--- config.mk ---
export PLATFORM = sky130hd
export DESIGN_NAME = mps_aie_trip
export DESIGN_NICKNAME = d
export VERILOG_FILES = /design/src/rtl/mps_aie_trip.sv
export SDC_FILE = /design/constraint.sdc
export NUM_CORES = 1
export LEC_CHECK = 0
export BUFFER_PORTS_ARGS = -buffer_cell sky130_fd_sc_hd__buf_4
export CORE_ASPECT_RATIO = 1.1
export CORE_UTILIZATION = 55
export DETAILED_ROUTE_END_ITERATION = 16
export GPL_TIMING_DRIVEN = 0
export PLACE_DENSITY = 0.87
export SLEW_MARGIN = 10
export SYNTH_ARGS = -nofsm -noshare
export SYNTH_HDL_FRONTEND = slang
export SYNTH_SLANG_ARGS = --single-unit
--- constraint.sdc ---
create_clock -name clk -period 8.2 [get_ports clk]
set_clock_uncertainty 0.05 [all_clocks]
set_input_delay 1.64 -clock clk [delete_from_list [all_inputs] [get_ports clk]]
set_output_delay 1.64 -clock clk [all_outputs]
set_load 0.02 [all_outputs]
--- src/rtl/mps_aie_trip.sv ---
// Purpose : beam-abort interlock trip FSM; latches trip_out after persist_n consecutive violating samples.
// Latency : trip_out, cause_o and fault_* register 1 clk after the tripping sample.
// Backpressure: none; a sample is taken on any cycle with datavalid & il_valid, otherwise state holds.
//
// Ports:
//   clk, RESET_N          clock, async active-low reset (synchronous release)
//   enable, clear         arm / one-cycle trip clear from uBlaze
//   datavalid, il_valid   sample qualifiers from the cal stage
//   x_il, y_il            per-axis limit violations; x_err, y_err signed errors captured on trip
//   persist_n             consecutive violating samples required to trip (0 behaves as 1)
//   trip_out, state_o, cause_o, fault_x_err, fault_y_err, trip_count, pend_cnt   status outputs
// Optional: define MPS_AIE_TRIP_TIMEOUT_EN to add a datavalid watchdog (TIMEOUT_CYCLES) that trips with cause 11.
module mps_aie_trip #(
   parameter int CNT_W          = 16,
   parameter int TIMEOUT_CYCLES = 10000
) (
   input  logic             clk,
   input  logic             RESET_N,
   input  logic             enable,
   input  logic             datavalid,
   input  logic             il_valid,
   input  logic             x_il,
   input  logic             y_il,
   input  logic [31:0]      x_err,
   input  logic [31:0]      y_err,
   input  logic [CNT_W-1:0] persist_n,
   input  logic             clear,
   output logic             trip_out,
   output logic [1:0]       state_o,
   output logic [1:0]       cause_o,
   output logic [31:0]      fault_x_err,
   output logic [31:0]      fault_y_err,
   output logic [CNT_W-1:0] trip_count,
   output logic [CNT_W-1:0] pend_cnt
);

   typedef enum logic [1:0] {
      IDLE    = 2'b00,
      ARMED   = 2'b01,
      PENDING = 2'b10,
      TRIPPED = 2'b11
   } state_t;

   state_t           state, state_nx;
   logic             trip_nx;
   logic [1:0]       cause_nx;
   logic [31:0]      fx_nx, fy_nx;
   logic [CNT_W-1:0] pend_nx;
   logic [CNT_W-1:0] trip_count_nx;
   logic [CNT_W-1:0] cand;
   logic             trip_entry;

   logic             sample;
   logic             viol;
   logic             wd_hit;
   logic [CNT_W-1:0] eff_persist;

   assign sample      = datavalid & il_valid;
   assign viol        = x_il | y_il;
   assign eff_persist = (persist_n == '0) ? CNT_W'(1) : persist_n;
   assign state_o     = state;

`ifdef MPS_AIE_TRIP_TIMEOUT_EN
   localparam int WD_W = $clog2(TIMEOUT_CYCLES + 1);
   logic [WD_W-1:0] wd_cnt;
   logic            wd_active;

   assign wd_active = (state == ARMED) || (state == PENDING);
   // Reaching the limit means this is the TIMEOUT_CYCLES-th sample-less cycle in ARMED/PENDING.
   assign wd_hit    = wd_active && !sample && (wd_cnt == WD_W'(TIMEOUT_CYCLES - 1));

   always_ff @(posedge clk or negedge RESET_N) begin
      if (!RESET_N) begin
         wd_cnt <= '0;
      end else if (!wd_active || sample) begin
         wd_cnt <= '0;
      end else begin
         wd_cnt <= wd_cnt + WD_W'(1);
      end
   end
`else
   assign wd_hit = 1'b0;
`endif

   always_comb begin
      state_nx   = state;
      trip_nx    = trip_out;
      cause_nx   = cause_o;
      fx_nx      = fault_x_err;
      fy_nx      = fault_y_err;
      pend_nx    = pend_cnt;
      trip_entry = 1'b0;
      cand       = '0;

      case (state)
         IDLE: begin
            pend_nx = '0;
            if (enable) state_nx = ARMED;
         end
         ARMED, PENDING: begin
            // Priority: disarm, then clear, then sample, then watchdog.
            if (!enable) begin
               state_nx = IDLE;
               pend_nx  = '0;
            end else if (clear) begin
               state_nx = ARMED;
               pend_nx  = '0;
            end else if (sample) begin
               if (viol) begin
                  cand    = (state == ARMED) ? CNT_W'(1) : pend_cnt + CNT_W'(1);
                  pend_nx = cand;
                  // persist_n is compared live, so a lowered setting trips on the next violation.
                  if (cand >= eff_persist) begin
                     state_nx   = TRIPPED;
                     trip_nx    = 1'b1;
                     cause_nx   = {y_il, x_il};
                     fx_nx      = x_err;
                     fy_nx      = y_err;
                     trip_entry = 1'b1;
                  end else begin
                     state_nx = PENDING;
                  end
               end else begin
                  state_nx = ARMED;
                  pend_nx  = '0;
               end
            end else if (wd_hit) begin
               state_nx   = TRIPPED;
               trip_nx    = 1'b1;
               cause_nx   = 2'b11;
               fx_nx      = '0;
               fy_nx      = '0;
               trip_entry = 1'b1;
            end
         end
         TRIPPED: begin
            // Latched until clear; enable and samples are ignored here.
            if (clear) begin
               state_nx = enable ? ARMED : IDLE;
               trip_nx  = 1'b0;
               cause_nx = 2'b00;
               fx_nx    = '0;
               fy_nx    = '0;
               pend_nx  = '0;
            end
         end
         default: state_nx = IDLE;
      endcase
   end

   always_comb begin
      trip_count_nx = trip_count;
      if (trip_entry && (trip_count != '1)) trip_count_nx = trip_count + CNT_W'(1);
   end

   always_ff @(posedge clk or negedge RESET_N) begin
      if (!RESET_N) begin
         state       <= IDLE;
         trip_out    <= 1'b0;
         cause_o     <= 2'b00;
         fault_x_err <= '0;
         fault_y_err <= '0;
         trip_count  <= '0;
         pend_cnt    <= '0;
      end else begin
         state       <= state_nx;
         trip_out    <= trip_nx;
         cause_o     <= cause_nx;
         fault_x_err <= fx_nx;
         fault_y_err <= fy_nx;
         trip_count  <= trip_count_nx;
         pend_cnt    <= pend_nx;
      end
   end

endmodule

==> results.md, run 1 <==
* Die area at 0.0104 sq mm
* CTS Buf Count at 9
* Endpoints failing setup at 0
* Cell Rows at 37
* Initial antenna violation count at 0
* Mapped Nets at 677
* Worst Path Max Fanout at 10
* Setup crit end: fault_y_err[9]
* R2r worst-path depth at 15
* CTS tree: done
* Max-slew violations at 0
* WP data required at 8.37 ns
* Syn Area/Cell at slightly below 10 sq um
* Largest net degree at the start of global routing at approximately 100
* ANT nets after route at 0
* Reg-to-Reg Start: pend_cnt[7]
* Core area at ~0.0095 sq mm
* Final WL at 15400 microns
* Vias in the first global route at 5011
* CTS Buffer Depth at 2
* Post-route setup slack at 4.37 ns
* Post-synth EDFFs at 0
* Boundary pin count at 189
* Residual DRC at 0
* Register Area at about 0.0025 sq mm
* Max rail drop VDD at 0.0000974 V
* Dpl cells at 872
* Overall overflow remaining after global route at 0
* Critical path class: input pin to flop
* Critical path endpoint category: flop
* Class of the worst hold path: flop to flop
* Gpl congestion at 0.907
* Synth async-reset ratio at 1.00
* Area Overhead vs Synth at 31.9%
* Die width at 97.3 microns
* Dpl ws at 4.00 ns
* Total Power at 0.000986 W
* Most frequent cells in the layout: buf_4 (189), dfrtp_1 (101), nand2_1 (88), nand4b_1 (67), o21ai_0 (50)
* Part of the Yosys area used for sequential elements at 0.460
* Final min period at 3.83 ns
* Gate Count Post-Synth at 567
* 1st-pass router iterations at 5
* Hold Buf Count CTS at 0
* PwrDens at 136 mW/mm^2
* Cell area after synthesis at between 0.005 and 0.006 sq mm
* CP Launch Type: input pin
* Post_cts resized at 0
* H-tree Lvls at 3
* Clock Latency Late Sink at 0.36 ns
* Wirelength per Cell at roughly 17 microns
* Hold Slack at 0.453 ns
* Fmax at 261 MHz
* Most used DFF post-synth: dfrtp_1
* Leak at 3.52 nW
* RSZ-0062 raised after global routing: false
* Final TNS setup at 0 ns
* #FFs+latches synth at between 100 and 150
* Via/cell ratio at just under 6
* Drt initial violations at 232
* Filler cell count at 653
* CP Launch Point: persist_n[8]
* Setup Fix Bufs, Post-CTS at 0
* IO Port Bufs at around 190
* Final hold violation count at 0
* Most common cell after layout, fill and taps aside: buf_4
* Post-Layout Cell Count at 888
* Yosys Warn Count at 0
* Crit path DAT at 4.00 ns
* Detailed placer's ending HPWL at ~11000 microns
* Die height at approximately 110 microns
* Worst Tran Pin Value at 0.647 ns
* Worst R2R Setup Slack at 4.52 ns
* Tot GR Track Use at 0.292
* Period utilization at 0.467
* Slew HR at 0.569
* Starting Density at 0.576
* Synth unique cells at 50
* Final nets at 877
* Root cell of the clock tree: clkbuf_8
* Ant. Diodes at 0
* First-pass GRT wire length at 24600 microns
* FF-to-FF End: fault_y_err[1]
* Share of post-route cells with drive strength above 1 at 0.315
* # clock sinks at 101
* Max-Cap Viols at 0
* Multi-input logic area at 0.00267 sq mm
* Status: complete, no violations
* Worst-path clk slew at 0.09 ns
* Vias post-DR at 5248
[through the flow]
stage	util	area, sq um
global placement	0.739	7050
floorplan	-	5490
detailed placement	0.739	7050
CTS	0.757	7220
finish	0.760	7250
global route	0.760	7250
[power breakdown]
part / switching [W] / total (W) / internal, W
combinational: 0.000112 / 0.000194 / 0.0000828
clock: 0.000166 / 0.000283 / 0.000117
sequential: 0.00000589 / 0.000508 / 0.000503
total: 0.000284 / 0.000986 / 0.000702
[worst max-delay path: stages]
cell and delay [ns]:
buf_4 0.11, nor4_1 0.31, a41o_1 0.25, ha_1 0.23, nand2b_1 0.16, a2111oi_2 0.35, a2111oi_0 0.09, nand4b_1 0.22
buf_4 0.23, buf_2 0.19, nand4b_1 0.10, o21ai_0 0.12
[how the worst min path moves through the flow]
| stage | startpoint | end | slack, ns | cells past startpoint |
|---|---|---|---|---|
| after floorplan | trip_out | trip_out | 0.54 | 1 |
| after global placement | trip_out | trip_out | 0.42 | 1 |
| after detailed placement | trip_out | trip_out | 0.43 | 1 |
| after CTS | trip_out | trip_out | 0.45 | 1 |
| after global routing | trip_count[2] | trip_count[2] | 0.47 | 1 |
| final | trip_count[15] | trip_count[15] | 0.45 | 1 |
[synthesized netlist by cell type (10+ instances only)]
cell type | n | area, sq um
and3_1 | 11 | 68.8
buf_2 | 10 | 50.1
clkbuf_1 | 22 | 82.6
dfrtp_1 | 101 | 2530
ha_1 | 22 | 275
inv_1 | 21 | 78.8
nand2_1 | 88 | 330
nand3_1 | 11 | 55.1
nand4b_1 | 67 | 587
nor2_1 | 25 | 93.8
o21ai_0 | 50 | 250
o21ai_1 | 20 | 100
o21ai_2 | 10 | 87.6
xnor2_1 | 24 | 210
[flip-flops by register name, summed over array words and instances, names as in the netlist]
name,count
fault_x_err,32
cause_o,2
trip_out,1
trip_count,16
state_o,2
fault_y_err,32
pend_cnt,16
[cell type report]
type,count,share of cell area
timing repair buffer,189,0.199
tap,117,0.0202
clock inverter,4,0.00328
buffer,42,0.0302
clock buffer,11,0.0195
multi-input combinational,402,0.368
inverter,22,0.0114
sequential,101,0.349
[layer usage]
metal / up-vias / part of all wire / routed length [microns] / global-route usage
met5: - / 0 / 0 / 0
met4: 0 / 0.031 / 485 / 0.126
met3: 37 / 0.073 / 1120 / 0.0508
met2: 236 / 0.49 / 7580 / 0.491
met1: 2552 / 0.40 / 6250 / 0.374
li1: 2423 / - / - / -
[kinds of logic after synthesis]
kind of cell	Yosys count	share of synthesized area
simple gates	240	0.261
compound gates	110	0.126
flops	101	0.460
buf+inv	64	0.0549
xor+xnor	29	0.0462
fa+ha+maj	22	0.0501
mux	1	0.00205
No activity file was read; power rests on OpenSTA's default activity.
==> run 2, diff against run 1 <==
- CORE_UTILIZATION: 55 -> 46
- PLACE_DENSITY: 0.87 -> 0.77
- clock period: 8.2 -> 3.33 ns (I/O delays scaled with it)
==> run 2 against run 1 <==
Effect of this change: via count up 1.0%; clock power increased to 3.4 times the previous value; non-clock buffer count increased by 28; worst setup slack got worse by 4.4 ns; largest cell class unchanged; critical path depth up 4.
==> results.md, run 2 (synthesis results as in run 1) <==
* Status: complete, no violations
* PwrDens at 345 mW/mm^2 (+150%)
* Core area at 0.0115 sq mm (+21%)
* Post-Layout Cell Count at 950 (+7.0%)
* Clock Latency Late Sink at 0.34 ns (-0.02 ns)
* Die width at 106 microns (+9.2%)
* RSZ-0062 raised after global routing: true
* Worst R2R Setup Slack at 0.003 ns (-4.52 ns)
* Die area at 0.0124 sq mm (+19%)
* Max rail drop VDD at 0.000214 V (+120%)
* Gpl congestion at 0.967 (+6.7%)
* WP data required at 3.51 ns (-4.86 ns)
* 1st-pass router iterations at 5 (unchanged)
* Most frequent cells in the layout: buf_4 (210), dfrtp_1 (94), nand2_1 (86), nand4b_1 (67), o21ai_0 (42)
* Leak at 3.77 nW (+6.9%)
* H-tree Lvls at 3 (unchanged)
* Final hold violation count at 0 (unchanged)
* Critical path endpoint category: flop
* # clock sinks at 101 (unchanged)
* IO Port Bufs at 188 (unchanged)
* CTS Buffer Depth at 2 (unchanged)
* Most common cell after layout, fill and taps aside: buf_4
* Endpoints failing setup at 0 (unchanged)
* Max-slew violations at 0 (unchanged)
* Cell Rows at 41 (+11%)
* Final TNS setup at 0 ns (unchanged)
* Area Overhead vs Synth at 43.1%
* Final min period at ~3.3 ns
* Class of the worst hold path: input pin to async pin
* Dpl cells at 905 (+3.8%)
* Worst Path Max Fanout at 7 (-3)
* FF-to-FF End: fault_x_err[9]
* Slew HR at 0.368 (-0.201)
* Reg-to-Reg Start: pend_cnt[0]
* Initial antenna violation count at 0 (unchanged)
* Final nets at 905 (+3.2%)
* Boundary pin count at 189 (unchanged)
* Worst-path clk slew at 0.07 ns (-0.02 ns)
* Fmax at 301 MHz
* Crit path DAT at 3.50 ns (-0.50 ns)
* Vias post-DR at 5302 (+1.0%)
* Period utilization at 0.999
* Share of post-route cells with drive strength above 1 at 0.374 (+0.0586)
* Tot GR Track Use at 0.259 (-0.0335)
* Starting Density at 0.476 (-0.100)
* Dpl cell area at 0.00710 sq mm (+0.64%)
* CTS Buf Count at 9 (unchanged)
* CTS tree: done
* Die height at 117 microns (+9.2%)
* Ant. Diodes at 0 (unchanged)
* R2r worst-path depth at 16 (+1)
* Largest net degree at the start of global routing at 102 (unchanged)
* Critical path class: flop to flop
* Wirelength per Cell at 17.1 microns (-1.8%)
* ANT nets after route at 0 (unchanged)
* Biggest regs: fault_x_err (32), fault_y_err (32)
* Overall overflow remaining after global route at 0 (unchanged)
* First-pass GRT wire length at 25200 microns (+2.4%)
* Root cell of the clock tree: clkbuf_16
* Design Area, Final at 0.00786 sq mm (+8.5%)
* Vias in the first global route at 5009 (-0.040%)
* Via/cell ratio at 5.58 (-5.6%)
* CP Launch Type: flop
* Detailed placer's ending HPWL at 11200 microns (-1.5%)
* Worst Tran Pin Value at 0.948 ns (+0.302 ns)
* Residual DRC at 0 (unchanged)
* Final WL at 16200 microns (+5.1%)
* Drt initial violations at 401 (+73%)
* Hold Buf Count CTS at 0 (unchanged)
* Max-Cap Viols at 0 (unchanged)
## run 2: per-layer routing
layer  wire length, microns  track usage  vias to the layer above  part of all wire
li1                       -            -                     2490                 -
met1                   6990        0.347                     2590              0.43
met2                   7950        0.431                      200              0.49
met3                    992       0.0402                       22             0.061
met4                    293       0.0870                        0             0.018
met5                      0            0                        -                 0
## run 2: worst max-delay path, cell delays in order (launching register included)
cell       delay [ns]
dfrtp_2          0.43
and3_4           0.21
nor4b_4          0.27
and2_4           0.21
and3_4           0.20
xnor2_2          0.11
nor2_1           0.06
ha_1             0.30
and4_1           0.20
nand2_1          0.07
a2111oi_2        0.27
nand4b_1         0.21
and2_4           0.20
buf_8            0.14
buf_12           0.11
buf_8            0.10
o21ai_1          0.07
## run 2: worst max path at each step
stage / startpoint / to / slack, ns / cells past startpoint
6_report: pend_cnt[0] / fault_x_err[9] / 0.003 / 16
5_1_grt: pend_cnt[0] / fault_x_err[9] / -0.16 / 16
4_1_cts: pend_cnt[1] / trip_out / 0.0004 / 17
3_5_place_dp: pend_cnt[0] / trip_count[11] / -0.44 / 15
3_3_place_gp: pend_cnt[2] / trip_count[11] / -0.36 / 15
2_1_floorplan: pend_cnt[3] / trip_count[1] / 0.03 / 14
## run 2: cell type report
type | instances | area (sq um)
inverter | 22 | 82.6
fill | 876 | 3680
sequential | 101 | 2540
tap | 150 | 188
buffer | 40 | 282
timing repair buffer | 219 | 1720
clock buffer | 11 | 233
clock inverter | 5 | 35.0
multi-input combinational | 402 | 2780
## run 2: timing repair
item,4_1_cts,5_1_grt
setup endpoints to repair,84,84
gates resized for setup,36,44
buffers inserted,20,5
pin swaps,7,5
gates cloned,5,3
## run 2: power by group
part | total [W] | internal (W) | leakage [nW] | switching (W)
clock network | 0.000972 | 0.000509 | 0.130 | 0.000463
registers | 0.00126 | 0.00124 | 1.40 | 0.0000174
logic | 0.000487 | 0.000209 | 2.24 | 0.000277
total | 0.00272 | 0.00196 | 3.77 | 0.000758
## run 2: stage by stage
step | power, W | util | setup WS, ns | hold WS [ns]
after global routing | 0.00283 | 0.681 | -0.156 | 0.446
after floorplan | 0.00153 | - | 0.0306 | 0.320
after CTS | 0.00272 | 0.669 | 0.000379 | 0.424
final | 0.00272 | 0.681 | 0.00285 | 0.336
after detailed placement | 0.00175 | 0.615 | -0.439 | 0.429
after global placement | 0.00174 | 0.615 | -0.361 | 0.416
==> run 3, diff against run 2 <==
==> constraint.sdc (replaced) <==
create_clock -name clk -period 3.33 [get_ports clk]
set_clock_uncertainty 0.05 [all_clocks]
set_input_delay 0.1665 -clock clk [delete_from_list [all_inputs] [get_ports clk]]
set_output_delay 0.1665 -clock clk [all_outputs]
set_load 0.02 [all_outputs]
==> run 3 against run 2 <==
Effect of this change: sequential cell count did not move; wire length fell by 0.15%; non-clock buffer count is 1 higher; combinational power about the same; sequential share of layout area about the same; largest power group unchanged; hold slack got worse by 0.31 ns; critical path depth unchanged; first-iteration DRC count fell by 9.5%; register-to-register slack barely moved; fmax barely moved.
==> results.md, run 3 (synthesis results as in run 1) <==
* Die height at 117 microns (unchanged)
* Initial antenna violation count at 0 (unchanged)
* Max-slew violations at 0 (unchanged)
* IO Port Bufs at 188 (unchanged)
* PwrDens at 345 mW/mm^2 (about the same)
* Slew HR at 0.372 (+0.00393)
* Wirelength per Cell at 17.0 microns (-0.26%)
* Most frequent cells in the layout: buf_4 (210), dfrtp_1 (94), nand2_1 (86), nand4b_1 (67), o21ai_0 (42)
* Critical path endpoint category: flop
* Core area at 0.0115 sq mm (unchanged)
* Gate power share at 0.179 (about the same)
* Overall overflow remaining after global route at 0 (unchanged)
* Final WL at 16200 microns (-0.15%)
* H-tree Lvls at 3 (unchanged)
* Endpoints failing setup at 0 (unchanged)
* Worst-path clk slew at 0.07 ns (about the same)
* CTS tree: done
* Clock Latency Late Sink at 0.34 ns (about the same)
* Vias in the first global route at 5021 (+0.24%)
* Class of the worst hold path: input pin to flop
* Share of post-route cells with drive strength above 1 at 0.373 (-0.000467)
* Max-Cap Viols at 0 (unchanged)
* Fmax at 301 MHz (about the same)
* Clk pwr share at 0.359 (about the same)
* Area Overhead vs Synth at 43.3%
* CTS Buffer Depth at 2 (unchanged)
* RSZ-0062 raised after global routing: true
* Most common cell after layout, fill and taps aside: buf_4
* Final hold violation count at 0 (unchanged)
* Status: complete, no violations
* Design Area, Final at 0.00787 sq mm (+0.13%)
* Worst Tran Pin Value at 0.942 ns (-0.00590 ns)
* Crit path DAT at 3.50 ns (about the same)
* Final min period at 3.33 ns (-0.000627 ns)
* Drt initial violations at 363 (-9.5%)
* Vias post-DR at 5314 (+0.23%)
* Period utilization at 0.999 (about the same)
* Tot GR Track Use at 0.259 (about the same)
* Worst Path Max Fanout at 7 (unchanged)
* Detailed placer's ending HPWL at 11200 microns (unchanged)
* ANT nets after route at 0 (unchanged)
* Max rail drop VDD at 0.000214 V (-0.23%)
* Leak at 3.77 nW (+0.11%)
* # clock sinks at 101 (unchanged)
* WP data required at 3.51 ns (about the same)
* Residual DRC at 0 (unchanged)
* 1st-pass router iterations at 5 (unchanged)
* CTS Buf Count at 9 (unchanged)
* Sw frac at 0.280 (+0.000552)
* Final TNS setup at 0 ns (unchanged)
* Dpl cell area at 0.00710 sq mm (unchanged)
* Int Pwr at 0.00196 W (about the same)
* Die width at 106 microns (unchanged)
* Final Core Density at 0.682 (+0.000867)
* Root cell of the clock tree: clkbuf_16
* CP Launch Type: flop
* First-pass GRT wire length at 25200 microns (+0.11%)
* Switching power at 0.000760 W (+0.30%)
* Die area at 0.0124 sq mm (unchanged)
* Via/cell ratio at 5.59 (+0.12%)
* Critical path class: flop to flop
* Largest net degree at the start of global routing at 102 (unchanged)
* Boundary pin count at 189 (unchanged)
* Ant. Diodes at 0 (unchanged)
* Gpl congestion at 0.967 (unchanged)
* Biggest regs: fault_x_err (32), fault_y_err (32)
* Cell Rows at 41 (unchanged)
* Sequential share of power at 0.462 (about the same)
* Starting Density at 0.476 (unchanged)
* Final nets at 906 (+0.11%)
-- run 3: cell types whose count changed in the layout (fill, tap and decap cells not counted), sizes merged --
| cell | previous run | this run |
|---|---|---|
| dlygate4sd3 | 0 | 1 |
-- run 3: area by class of cell --
| cell class | count | area [sq um] |
|---|---|---|
| clock inverter | 5 | 35.0 |
| sequential | 101 | 2540 |
| timing repair buffer | 220 | 1730 |
| inverter | 22 | 82.6 |
| clock buffer | 11 | 233 |
| multi-input combinational | 402 | 2780 |
| buffer | 40 | 282 |
| fill | 875 | 3670 |
| tap | 150 | 188 |
-- run 3: what timing repair did --
item | in CTS | in global routing
pin swaps | 7 | 5
buffers inserted | 20 | 5
endpoints found under the hold margin | 101 | 0
gates resized for setup | 36 | 44
gates cloned | 5 | 3
endpoints found under the setup margin | 84 | 84
hold buffers | 1 | 0
-- run 3: final timing paths --
path / start / end / slack [ns] / cells after the start
max in group asynchronous: RESET_N / pend_cnt[0] / 2.07 / 2
max reg2reg: pend_cnt[0] / fault_x_err[9] / 0.003 / 16
max: pend_cnt[0] / fault_x_err[9] / 0.003 / 16
min: y_err[14] / fault_y_err[14] / 0.03 / 3
min reg2reg: trip_out / trip_out / 0.43 / 1
min in group asynchronous: RESET_N / fault_y_err[10] / 0.40 / 2
-- run 3: metrics by stage --
step / power (W) / std cells / hold slack [ns] / setup slack (ns)
2_1_floorplan: 0.00153 / 567 / -0.179 / 0.0306
3_3_place_gp: 0.00174 / 905 / 0.372 / -0.361
3_5_place_dp: 0.00175 / 905 / 0.291 / -0.439
4_1_cts: 0.00272 / 947 / 0.0218 / 0.000379
5_1_grt: 0.00283 / 951 / 0.0344 / -0.156
6_report: 0.00272 / 951 / 0.0293 / 0.00348
-- run 3: power by group through the flow --
stage | registers (W) | logic, W | clock network (W)
5_1_grt | 0.00126 | 0.000533 | 0.00104
3_3_place_gp | 0.00128 | 0.000459 | 0
2_1_floorplan | 0.00129 | 0.000243 | 0
4_1_cts | 0.00126 | 0.000484 | 0.000980
3_5_place_dp | 0.00128 | 0.000472 | 0
6_report | 0.00126 | 0.000487 | 0.000975
-- run 3: critical path, cell delays in order, from the launching register on --
cell and delay, ns:
dfrtp_2 0.43, and3_4 0.21, nor4b_4 0.27, and2_4 0.21, and3_4 0.20, xnor2_2 0.11
nor2_1 0.06, ha_1 0.30, and4_1 0.19, nand2_1 0.07, a2111oi_2 0.27, nand4b_1 0.21
and2_4 0.20, buf_8 0.14, buf_12 0.11, buf_8 0.10, o21ai_1 0.07
-- run 3: per-layer routing --
layer / global-route usage / share of wire / up-vias / wire length (microns)
met3: 0.0402 / 0.063 / 23 / 1010
met4: 0.0870 / 0.018 / 0 / 293
met2: 0.432 / 0.49 / 205 / 8010
li1: - / - / 2490 / -
met1: 0.347 / 0.42 / 2596 / 6880
met5: 0 / 0 / - / 0
